==> src/rtl/bookkeeping_directory_mc_if.sv <==
// Request/response handshake bundle for the multi-core bookkeeping directory.
// master = core-side requester/consumer, slave = directory.
interface bookkeeping_directory_mc_if #(
    parameter int NCORES = 2,
    parameter int ADDR_W = 32
);
    localparam int CW     = (NCORES > 1) ? $clog2(NCORES) : 1;
    localparam int REQ_W  = 2 + CW + ADDR_W;
    localparam int RESP_W = 2 + NCORES + 1 + CW + ADDR_W;

    logic              put_valid;
    logic [REQ_W-1:0]  put_request;
    logic              put_ready;
    logic              get_valid;
    logic              get_ready;
    logic [RESP_W-1:0] get_response;

    modport master (
        output put_valid, put_request, get_valid,
        input  put_ready, get_ready, get_response
    );

    modport slave (
        input  put_valid, put_request, get_valid,
        output put_ready, get_ready, get_response
    );
endinterface

==> src/rtl/bookkeeping_directory_mc.sv <==
// Multi-core sharer/owner directory: direct-mapped tagged table, latency-1 response FIFO.
// Optional hit/miss/conflict counters on stats_o when BOOKKEEPING_STATS_EN is defined.
module bookkeeping_directory_mc #(
    parameter int NCORES     = 2,
    parameter int ADDR_W     = 32,
    parameter int LINE_OFF   = 6,
    parameter int INDEX_W    = 6,
    parameter int RESP_DEPTH = 4
) (
    input  logic clk,
    input  logic rst,
    bookkeeping_directory_mc_if.slave bus
`ifdef BOOKKEEPING_STATS_EN
    ,
    output logic [95:0] stats_o
`endif
);
    localparam int CW      = (NCORES > 1) ? $clog2(NCORES) : 1;
    localparam int REQ_W   = 2 + CW + ADDR_W;
    localparam int RESP_W  = 2 + NCORES + 1 + CW + ADDR_W;
    localparam int TAG_W   = ADDR_W - LINE_OFF - INDEX_W;
    localparam int ENTRIES = 1 << INDEX_W;
    localparam int PW      = (RESP_DEPTH > 1) ? $clog2(RESP_DEPTH) : 1;
    localparam int CNT_W   = $clog2(RESP_DEPTH + 1);

    localparam logic [1:0] OP_READ  = 2'b00;
    localparam logic [1:0] OP_WRITE = 2'b01;
    localparam logic [1:0] OP_EVICT = 2'b10;
    localparam logic [1:0] OP_QUERY = 2'b11;

    localparam logic [1:0] ST_HIT      = 2'd0;
    localparam logic [1:0] ST_MISS     = 2'd1;
    localparam logic [1:0] ST_CONFLICT = 2'd2;

    // Directory table
    logic [ENTRIES-1:0] valid_q;
    logic [ENTRIES-1:0] owner_v_q;
    logic [TAG_W-1:0]   tag_q     [ENTRIES];
    logic [NCORES-1:0]  sharers_q [ENTRIES];
    logic [CW-1:0]      owner_q   [ENTRIES];

    // Response FIFO
    logic [RESP_W-1:0]  resp_mem_q [RESP_DEPTH];
    logic [PW-1:0]      wr_ptr_q, wr_ptr_d;
    logic [PW-1:0]      rd_ptr_q, rd_ptr_d;
    logic [CNT_W-1:0]   count_q, count_d;

    logic [1:0]         req_op;
    logic [CW-1:0]      req_core;
    logic [INDEX_W-1:0] req_idx;
    logic [TAG_W-1:0]   req_tag;
    logic               core_ok;
    logic [1:0]         eff_op;
    logic [NCORES-1:0]  core_oh;

    logic               e_valid, e_owner_v;
    logic [TAG_W-1:0]   e_tag;
    logic [NCORES-1:0]  e_sharers;
    logic [CW-1:0]      e_owner;
    logic               hit, conflict;
    logic [1:0]         status;

    logic               n_valid, n_owner_v, tbl_we;
    logic [TAG_W-1:0]   n_tag;
    logic [NCORES-1:0]  n_sharers;
    logic [CW-1:0]      n_owner;

    logic [RESP_W-1:0]  resp_word;
    logic               accept, pop;

    assign req_op   = bus.put_request[REQ_W-1 -: 2];
    assign req_core = bus.put_request[ADDR_W +: CW];
    assign req_idx  = bus.put_request[LINE_OFF +: INDEX_W];
    assign req_tag  = bus.put_request[ADDR_W-1 -: TAG_W];

    // Out-of-range core ids degrade to a read-only lookup.
    assign core_ok = ({1'b0, req_core} < (CW+1)'(NCORES));
    assign eff_op  = core_ok ? req_op : OP_QUERY;
    assign core_oh = NCORES'(1) << req_core;

    assign e_valid   = valid_q[req_idx];
    assign e_owner_v = owner_v_q[req_idx];
    assign e_tag     = tag_q[req_idx];
    assign e_sharers = sharers_q[req_idx];
    assign e_owner   = owner_q[req_idx];

    assign hit      = e_valid && (e_tag == req_tag);
    assign conflict = e_valid && (e_tag != req_tag);
    assign status   = !e_valid ? ST_MISS : (hit ? ST_HIT : ST_CONFLICT);

    always_comb begin
        n_valid   = e_valid;
        n_tag     = e_tag;
        n_sharers = e_sharers;
        n_owner_v = e_owner_v;
        n_owner   = e_owner;
        tbl_we    = 1'b0;
        case (eff_op)
            OP_READ: begin
                tbl_we = 1'b1;
                if (hit) begin
                    n_sharers = e_sharers | core_oh;
                    if (e_owner != req_core) n_owner_v = 1'b0;
                end else begin
                    n_valid   = 1'b1;
                    n_tag     = req_tag;
                    n_sharers = core_oh;
                    n_owner_v = 1'b0;
                    n_owner   = '0;
                end
            end
            OP_WRITE: begin
                tbl_we    = 1'b1;
                n_valid   = 1'b1;
                n_tag     = req_tag;
                n_sharers = core_oh;
                n_owner_v = 1'b1;
                n_owner   = req_core;
            end
            OP_EVICT: begin
                tbl_we    = hit;
                n_sharers = e_sharers & ~core_oh;
                if (e_owner == req_core) n_owner_v = 1'b0;
                if (n_sharers == '0) n_valid = 1'b0;
            end
            default: tbl_we = 1'b0;
        endcase
    end

    // Previous contents are reported only for a valid entry; victim only on conflict.
    assign resp_word = {status,
                        e_valid ? e_sharers : {NCORES{1'b0}},
                        e_valid & e_owner_v,
                        e_valid ? e_owner : {CW{1'b0}},
                        conflict ? {e_tag, req_idx, {LINE_OFF{1'b0}}} : {ADDR_W{1'b0}}};

    assign bus.put_ready    = (count_q < CNT_W'(RESP_DEPTH));
    assign bus.get_ready    = (count_q != '0);
    assign bus.get_response = bus.get_ready ? resp_mem_q[rd_ptr_q] : '0;
    assign accept = bus.put_valid && bus.put_ready;
    assign pop    = bus.get_valid && bus.get_ready;

    always_ff @(posedge clk or posedge rst) begin
        if (rst) begin
            valid_q   <= '0;
            owner_v_q <= '0;
            for (int i = 0; i < ENTRIES; i++) begin
                tag_q[i]     <= '0;
                sharers_q[i] <= '0;
                owner_q[i]   <= '0;
            end
        end else if (accept && tbl_we) begin
            valid_q[req_idx]   <= n_valid;
            owner_v_q[req_idx] <= n_owner_v;
            tag_q[req_idx]     <= n_tag;
            sharers_q[req_idx] <= n_sharers;
            owner_q[req_idx]   <= n_owner;
        end
    end

    always_comb begin
        wr_ptr_d = wr_ptr_q;
        rd_ptr_d = rd_ptr_q;
        count_d  = count_q;
        if (accept) wr_ptr_d = (wr_ptr_q == PW'(RESP_DEPTH-1)) ? '0 : wr_ptr_q + 1'b1;
        if (pop)    rd_ptr_d = (rd_ptr_q == PW'(RESP_DEPTH-1)) ? '0 : rd_ptr_q + 1'b1;
        if (accept && !pop)      count_d = count_q + 1'b1;
        else if (!accept && pop) count_d = count_q - 1'b1;
    end

    always_ff @(posedge clk or posedge rst) begin
        if (rst) begin
            wr_ptr_q <= '0;
            rd_ptr_q <= '0;
            count_q  <= '0;
        end else begin
            wr_ptr_q <= wr_ptr_d;
            rd_ptr_q <= rd_ptr_d;
            count_q  <= count_d;
        end
    end

    // Storage needs no reset: entries are only visible while count_q covers them.
    always_ff @(posedge clk) begin
        if (accept) resp_mem_q[wr_ptr_q] <= resp_word;
    end

`ifdef BOOKKEEPING_STATS_EN
    logic [31:0] hits_q, misses_q, conflicts_q;

    always_ff @(posedge clk or posedge rst) begin
        if (rst) begin
            hits_q      <= '0;
            misses_q    <= '0;
            conflicts_q <= '0;
        end else if (accept) begin
            if (status == ST_HIT && hits_q != '1)           hits_q      <= hits_q + 1'b1;
            if (status == ST_MISS && misses_q != '1)        misses_q    <= misses_q + 1'b1;
            if (status == ST_CONFLICT && conflicts_q != '1) conflicts_q <= conflicts_q + 1'b1;
        end
    end

    assign stats_o = {hits_q, misses_q, conflicts_q};
`endif
endmodule

==> src/flat_wrapper.sv <==
// flat-port wrapper written by rule: the top's interface ports become plain ports
module bookkeeping_directory_mc_flat 
#(
    parameter int NCORES     = 2,
    parameter int ADDR_W     = 32,
    parameter int LINE_OFF   = 6,
    parameter int INDEX_W    = 6,
    parameter int RESP_DEPTH = 4
)
  (clk, rst, bus_put_valid, bus_put_request, bus_get_valid, bus_put_ready, bus_get_ready, bus_get_response);
  bookkeeping_directory_mc_if #(.NCORES(NCORES), .ADDR_W(ADDR_W)) bus_i ();
  input  logic clk;
  input  logic rst;
  input wire logic [$bits(bus_i.put_valid)-1:0] bus_put_valid;
  input wire logic [$bits(bus_i.put_request)-1:0] bus_put_request;
  input wire logic [$bits(bus_i.get_valid)-1:0] bus_get_valid;
  output wire logic [$bits(bus_i.put_ready)-1:0] bus_put_ready;
  output wire logic [$bits(bus_i.get_ready)-1:0] bus_get_ready;
  output wire logic [$bits(bus_i.get_response)-1:0] bus_get_response;
  assign bus_i.put_valid = bus_put_valid;
  assign bus_i.put_request = bus_put_request;
  assign bus_i.get_valid = bus_get_valid;
  assign bus_put_ready = bus_i.put_ready;
  assign bus_get_ready = bus_i.get_ready;
  assign bus_get_response = bus_i.get_response;
  bookkeeping_directory_mc #(.NCORES(NCORES), .ADDR_W(ADDR_W), .LINE_OFF(LINE_OFF), .INDEX_W(INDEX_W), .RESP_DEPTH(RESP_DEPTH)) u_core (.clk(clk), .rst(rst), .bus(bus_i));
endmodule
==> config.mk <==
export PLATFORM = sky130hd
export DESIGN_NAME = bookkeeping_directory_mc_flat
export DESIGN_NICKNAME = d
export VERILOG_FILES = /design/src/rtl/bookkeeping_directory_mc_if.sv /design/src/rtl/bookkeeping_directory_mc.sv /design/src/flat_wrapper.sv
export SDC_FILE = /design/constraint.sdc
export NUM_CORES = 2
export LEC_CHECK = 0
export BUFFER_PORTS_ARGS = -buffer_cell sky130_fd_sc_hd__buf_2
export CORE_MARGIN = 2
export CORE_UTILIZATION = 61
export DETAILED_ROUTE_END_ITERATION = 8
export PLACE_DENSITY = 0.88
export SYNTH_ARGS = -nofsm -noshare
export SYNTH_HDL_FRONTEND = slang
export SYNTH_SLANG_ARGS = --single-unit
export TNS_END_PERCENT = 30
==> constraint.sdc <==
create_clock -name clk -period 67.5 [get_ports clk]
set_input_delay 13.5 -clock clk [delete_from_list [all_inputs] [get_ports clk]]
set_output_delay 13.5 -clock clk [all_outputs]
set_load 0.01 [all_outputs]
# Yosys cells after proc, flatten, opt, wreduce, memory -nomap -nowiden
# Memories as Yosys holds them, arrays and structs flattened.
# Cells that the tools add are included.
[classes]
multipliers = 0
n_div = 0
n_mux = 52
addsub = 4
n_shift = 1
eq_ne = 8
reduce_logical = 16
magnitude_cmp = 5
n_bitwise = 5
[ops]
columns = ["cell", "n"]
rows = [
  ["$bwmux 1280", 1],
  ["$bwmux 64", 3],
  ["$bwmux 128", 1],
  ["$bmux 20 s6", 1],
  ["$demux 20 s6", 1],
  ["$mux 20", 4],
  ["$pmux 20 s2", 1],
  ["$mux 38", 1],
  ["$mux 32", 1],
  ["$eq 20x20->1", 1],
  ["$ne 20x20->1", 1],
  ["$bmux 1 s6", 3],
  ["$mux 2", 9],
  ["$mux 1", 15],
  ["$bmux 2 s6", 1],
  ["$demux 1 s6", 2],
  ["$demux 2 s6", 1],
  ["$logic_and 1x1->1", 9],
  ["$ge 7x7->1 const B", 1],
  ["$lt 6x7->1 const B", 1],
  ["$lt 7x1->1 const B", 1],
  ["$not 6->7", 1],
  ["$eq 2x2->1 const B", 3],
  ["$ge 6x1->1 const B", 1],
  ["21 further kinds", 27],
]
[word_totals]
latchBits = 0
word_cells = 289
inputBits = 39
ff_bits = 1607
mem_bits_ro = 0
ram_bits = 152
output_inout_bits = 40
memories = 1
[memory_table]
columns = ["name", "words", "width", "read_ports", "rd_ports_with_merged_regs", "wr", "line_no", "rtl"]
rows = [
  ["u_core.resp_mem_q", 4, 38, 1, 0, 1, "bookkeeping_directory_mc.sv:43", "logic [RESP_W-1:0] resp_mem_q [RESP_DEPTH];"],
]

# Depth between registers and ports, before layout
[logic_depth]
ltp_word = 9
depth_mapped = 21
depth_no_buf = 11

# Worst setup path before layout
# Ideal clock, no wire load.
[synth_path]
path_type = "input to register"
start = "input bus_put_request[8]"
end = "register u_core.tag_q[706] in the netlist's numbering"
setup_slack_ns = 50.114
path_stages = 16
t_arrival_ns = 17.321
setup_ns = 0.065
path_buffers = 6
t_required_ns = 67.435
cell_sequence = "buf_2 buf_6 clkbuf_1 mux4_2 a221oi_1 o21ai_1 a22oi_1 xor2_1 nand3_1 or4_4 nor3_1 buf_4 buf_6 mux2i_2 buf_6 o22a_1"
[synth_between]
elab_chain_cells = 9
word_cells_on_any_way = 18
classes_between = "order compare (2); eq/ne (1); mux (11); bitwise (1); reduce/logical (3)"
[synth_lines]
columns = ["item", "line_no", "rtl"]
rows = [
  ["start, declared", "flat_wrapper.sv:15", "input wire logic [$bits(bus_i.put_request)-1:0] bus_put_request;"],
  ["$not 6->7 (implied by the code)", "bookkeeping_directory_mc.sv:83, bookkeeping_directory_mc.sv:155", ""],
  ["$bmux 20 s6", "bookkeeping_directory_mc.sv:83", "assign e_tag = tag_q[req_idx];"],
  ["$mux 20 (implied by the code) (2 in series)", "bookkeeping_directory_mc.sv:83", ""],
  ["$eq 20x20->1", "bookkeeping_directory_mc.sv:87", "assign hit = e_valid && (e_tag == req_tag);"],
  ["$logic_and 1x1->1", "bookkeeping_directory_mc.sv:87", ""],
  ["$mux 20", "bookkeeping_directory_mc.sv:101", "if (hit) begin"],
  ["$pmux 20 s2", "bookkeeping_directory_mc.sv:98", "case (eff_op)"],
  ["$bwmux 1280", "bookkeeping_directory_mc.sv:155", "tag_q[req_idx] <= n_tag;"],
  ["end signal, assigned by index", "bookkeeping_directory_mc.sv:155", ""],
  ["end, declared", "bookkeeping_directory_mc.sv:38", "logic [TAG_W-1:0] tag_q [ENTRIES];"],
]
# Several ways; a longest one is shown, not always the timed one. The select of a mux whose other input is x is not followed.
# A chain may end at the register's enable or synchronous reset.

# Final worst setup path
[layout_path]
start = "input bus_put_request[8]"
end = "register u_core.owner_q[7] in the netlist's numbering"
[layout_between]
elab_chain_cells = 9
word_cells_on_any_way = 21
classes_between = "order compare (2); eq/ne (1); mux (14); bitwise (1); reduce/logical (3)"
[layout_lines]
columns = ["item", "line_no", "rtl"]
rows = [
  ["$not 6->7 (implied by the code)", "bookkeeping_directory_mc.sv:83, bookkeeping_directory_mc.sv:85, bookkeeping_directory_mc.sv:157", ""],
  ["$bmux 20 s6", "bookkeeping_directory_mc.sv:83", ""],
  ["$mux 20 (implied by the code) (2 in series)", "bookkeeping_directory_mc.sv:83", ""],
  ["$eq 20x20->1", "bookkeeping_directory_mc.sv:87", ""],
  ["$logic_and 1x1->1", "bookkeeping_directory_mc.sv:87", ""],
  ["$mux 1", "bookkeeping_directory_mc.sv:101", ""],
  ["$pmux 1 s2", "bookkeeping_directory_mc.sv:98", ""],
  ["$bwmux 64", "bookkeeping_directory_mc.sv:157", "owner_q[req_idx] <= n_owner;"],
  ["end signal, assigned by index", "bookkeeping_directory_mc.sv:157", ""],
  ["end, declared", "bookkeeping_directory_mc.sv:40", "logic [CW-1:0] owner_q [ENTRIES];"],
]
# Several ways; a longest one is shown, not always the timed one. The select of a mux whose other input is x is not followed.

==> results_dict.tcl <==
set metrics [dict create \
    status "finished with violations" \
    violations "design-rule violations, max-capacitance violations, max-slew violations" \
    die_area_um2 130000 \
    vias_per_cell 8.13 \
    fmax_ghz 0.0456 \
    wl_mm 276 \
    hold_start "u_core.tag_q[623]" \
    syn2layout_area_growth_pct 8.48 \
    grt_pass1_wl_mm 403 \
    cp_max_fo 93 \
    fp.dieW_um 361 \
    r2r-start "u_core.tag_q[583]" \
    core-area_um2 127000 \
    post-route-min-period_ps 21950 \
    postRouteAntennaNets 0 \
    ys_seq_area_share_pct 56.6 \
    cts_max_level 4 \
    gr-total-overflow 0 \
    post_cts_resized 0 \
    ys_types 82 \
    reg2reg_depth 13 \
    synth.most_common_cell "dfrtp_1" \
    async_flop_share_pct 92.6 \
    p_leak_nw 37.7 \
    synthTopCellsByCount "dfrtp_1 (1607), o22a_1 (1227), mux2_2 (410), clkbuf_1 (299), buf_2 (233)" \
    synthCells 5757 \
    nets 5569 \
    initial_core_util_pct 61.2 \
    cellPowerDensity_nw_per_um2 31.5 \
    max_slew.worst_pin.slew_ps 1610 \
    place_congestion 1.03 \
    min_path_type "reg -> reg" \
    hpwl_mm 156 \
    final_util_pct 66.4 \
    synth_seq_cells 1735 \
    clk_transition_reported_paths_ps 60 \
    synth_edf_count 128 \
    antenna_found_initial 38 \
    yosys_warnings 0 \
    rsz0062_at_grt "false" \
    synth_top_area_share_pct 51.7 \
    drc 5 \
    slew_headroom_pct -7.07 \
    path_buf_inv 5 \
    yosysTopAreaCell "dfrtp_1" \
    finalCritPeriodShare_pct 32.5 \
    wl_per_cell_um 37.7 \
    post_cts_buffers 0 \
    vias 59649 \
    setup_viol 0 \
    hold_end "u_core.tag_q[623]" \
    pre_cts_ws_ps 45620 \
    worst_path_max_delay_cell "o41ai_1" \
    syn-cell-area_um2 77800 \
    layout_setup_ws_ps 45550 \
    io_buffers 66 \
    rows 131 \
    r2r-end "u_core.owner_q[7]" \
    cts_max_path_buffers 3 \
    crit_type "in -> reg" \
    power_mw 2.66 \
    fin_skew_ps 40.1 \
    arrival_ps 22670 \
    tns_ps 0 \
    clock_latency_ps 860 \
    fp.dieH_um 361 \
    cp_cell_sequence "buf_8 -> buf_12 -> buf_12 -> or3b_2 -> a21oi_1 -> o41ai_1 -> o221ai_1 -> nor4_2 -> xnor2_1 -> nor3_1 -> nand4_1 -> o31a_2 -> buf_4 -> buf_4 -> nor2_4 -> mux2_2" \
    holdWs_ps 480 \
    grt_pass1_vias 60184 \
    track_usage_pct 42.1 \
    numCtsBuffers 166 \
    drv_slew 3 \
    cts_root_buffer "clkbuf_16" \
    worstSetupEndpointType "register" \
    first_pass_iters 9 \
    cpPeakStageDelay_ps 1190 \
    clock-sinks 1735 \
    required_ps 68210 \
    synthTopCellsByArea "dfrtp_1 (52%), o22a_1 (14%), mux2_2 (5.9%)" \
    cts_tree "built" \
    start_kind "input pin" \
    synth_ff_type "dfrtp_1" \
    drtIter0Drc 11162 \
    hold_viol 0 \
    hold_buffers 0 \
    avgSynthCellArea_um2 13.5 \
    drv_cap 2 \
    drive_gt1_share_pct 22.0 \
    cp_top_family "simple AND/OR/NAND/NOR gates" \
    hold_path_depth 1 \
    grt_start_max_net_pins 196 \
    ir_drop_v 0.0000271 \
    ioPinCount 79 \
    rrSetupSlack_ps 59560 \
]
-- worst max-delay path by stage --
stage | startpoint | endpoint | slack [ps] | depth (start not counted)
finish | bus_put_request[8] | u_core.owner_q[7] | 45550 | 16
global route | bus_put_request[8] | u_core.tag_q[72] | 45870 | 16
CTS | bus_put_request[8] | u_core.owner_q[7] | 46420 | 16
detailed placement | bus_put_request[8] | u_core.owner_q[7] | 45620 | 16
global placement | bus_put_request[8] | u_core.sharers_q[33] | 45710 | 16
floorplan | rst | u_core.count_q[0] | 8650 | 1
-- metrics by stage --
stage | area [um^2] | cells
floorplan | 77800 | 5762
global placement | 78700 | 7014
detailed placement | 78700 | 7014
CTS | 84300 | 7319
global route | 84300 | 7326
finish | 84400 | 7336
-- cells by family (layout without fill, tap and decap cells) --
family                     count (synthesis)  after routing  synth area share [%]
and+or+nand+nor                          543            543                  4.44
DFF                                     1735           1735                  56.6
AOI/OAI and AO/OA                       1992           1992                  21.4
buffers and inverters                    721            619                  4.71
other                                      1             20               0.00482
muxes                                    734            734                  12.4
xor gates and xnor gates                  24             24                 0.270
adders and majority gates                  7              7                 0.122
-- where the power goes --
| part | internal (mW) | leakage, nW | switching (mW) |
|---|---|---|---|
| Clock | 0.545 | 2.77 | 0.421 |
| Sequential | 1.19 | 23.2 | 0.0850 |
| Combinational | 0.180 | 11.8 | 0.237 |
-- layout by cell type, fill, tap and decap left out, types with 14 or more instances in the layout --
cell type  instances
a21oi_1           91
a221o_1           29
a221oi_1         190
a22o_1            42
a22oi_1          139
a2bb2oi_1         64
a31oi_1           20
and2_1            39
buf_2             63
buf_4            191
clkbuf_1          38
clkbuf_16        169
clkbuf_8          36
clkinv_2          35
dfrtp_1         1606
diode_2           14
edfxtp_1         128
inv_1             42
mux2_2           410
mux2i_1          163
mux2i_4           20
mux4_2           140
nand2_1          133
nand3_1           45
nand3b_1          34
nor2_1           120
nor2_4            33
nor2_8            30
o21ai_0           42
o22a_1          1227
o22ai_1           58
or3b_2            20
xnor2_1           19
-- worst register-to-register path: cells and delay by family (launching register included) --
kind / cells / cell delay (ps)
simple gates: 5 / 3200
compound gates: 4 / 2550
buf+inv: 2 / 1110
mux: 1 / 430
flops: 1 / 390
xor+xnor: 1 / 140
-- registers in the layout, summed over array words and instances, names as in the netlist --
| register | flops |
|---|---|
| u_core.rd_ptr_q | 2 |
| u_core.owner_q | 64 |
| u_core.valid_q | 64 |
| u_core.tag_q | 1280 |
| u_core.count_q | 3 |
| u_core.sharers_q | 128 |
| u_core.resp_mem_q | 128 |
| u_core.wr_ptr_q | 2 |
| u_core.owner_v_q | 64 |
-- per-layer routing --
| metal | global-route usage [%] | wire length, um |
|---|---|---|
| met5 | 2.44 | 716 |
| met4 | 35.5 | 28200 |
| met3 | 22.2 | 46700 |
| met2 | 57.5 | 113000 |
| met1 | 48.6 | 87300 |
-- layout make-up --
cell class,instances,area (um^2)
antenna,14,35.0
clock buffer,242,4850
clock inverter,63,732
fill,8085,42700
inverter,47,188
multi-input combinational,3306,30500
sequential,1735,44100
tap,1662,2080
timing repair buffer,267,1970
(Power assumes the default switching activity.)
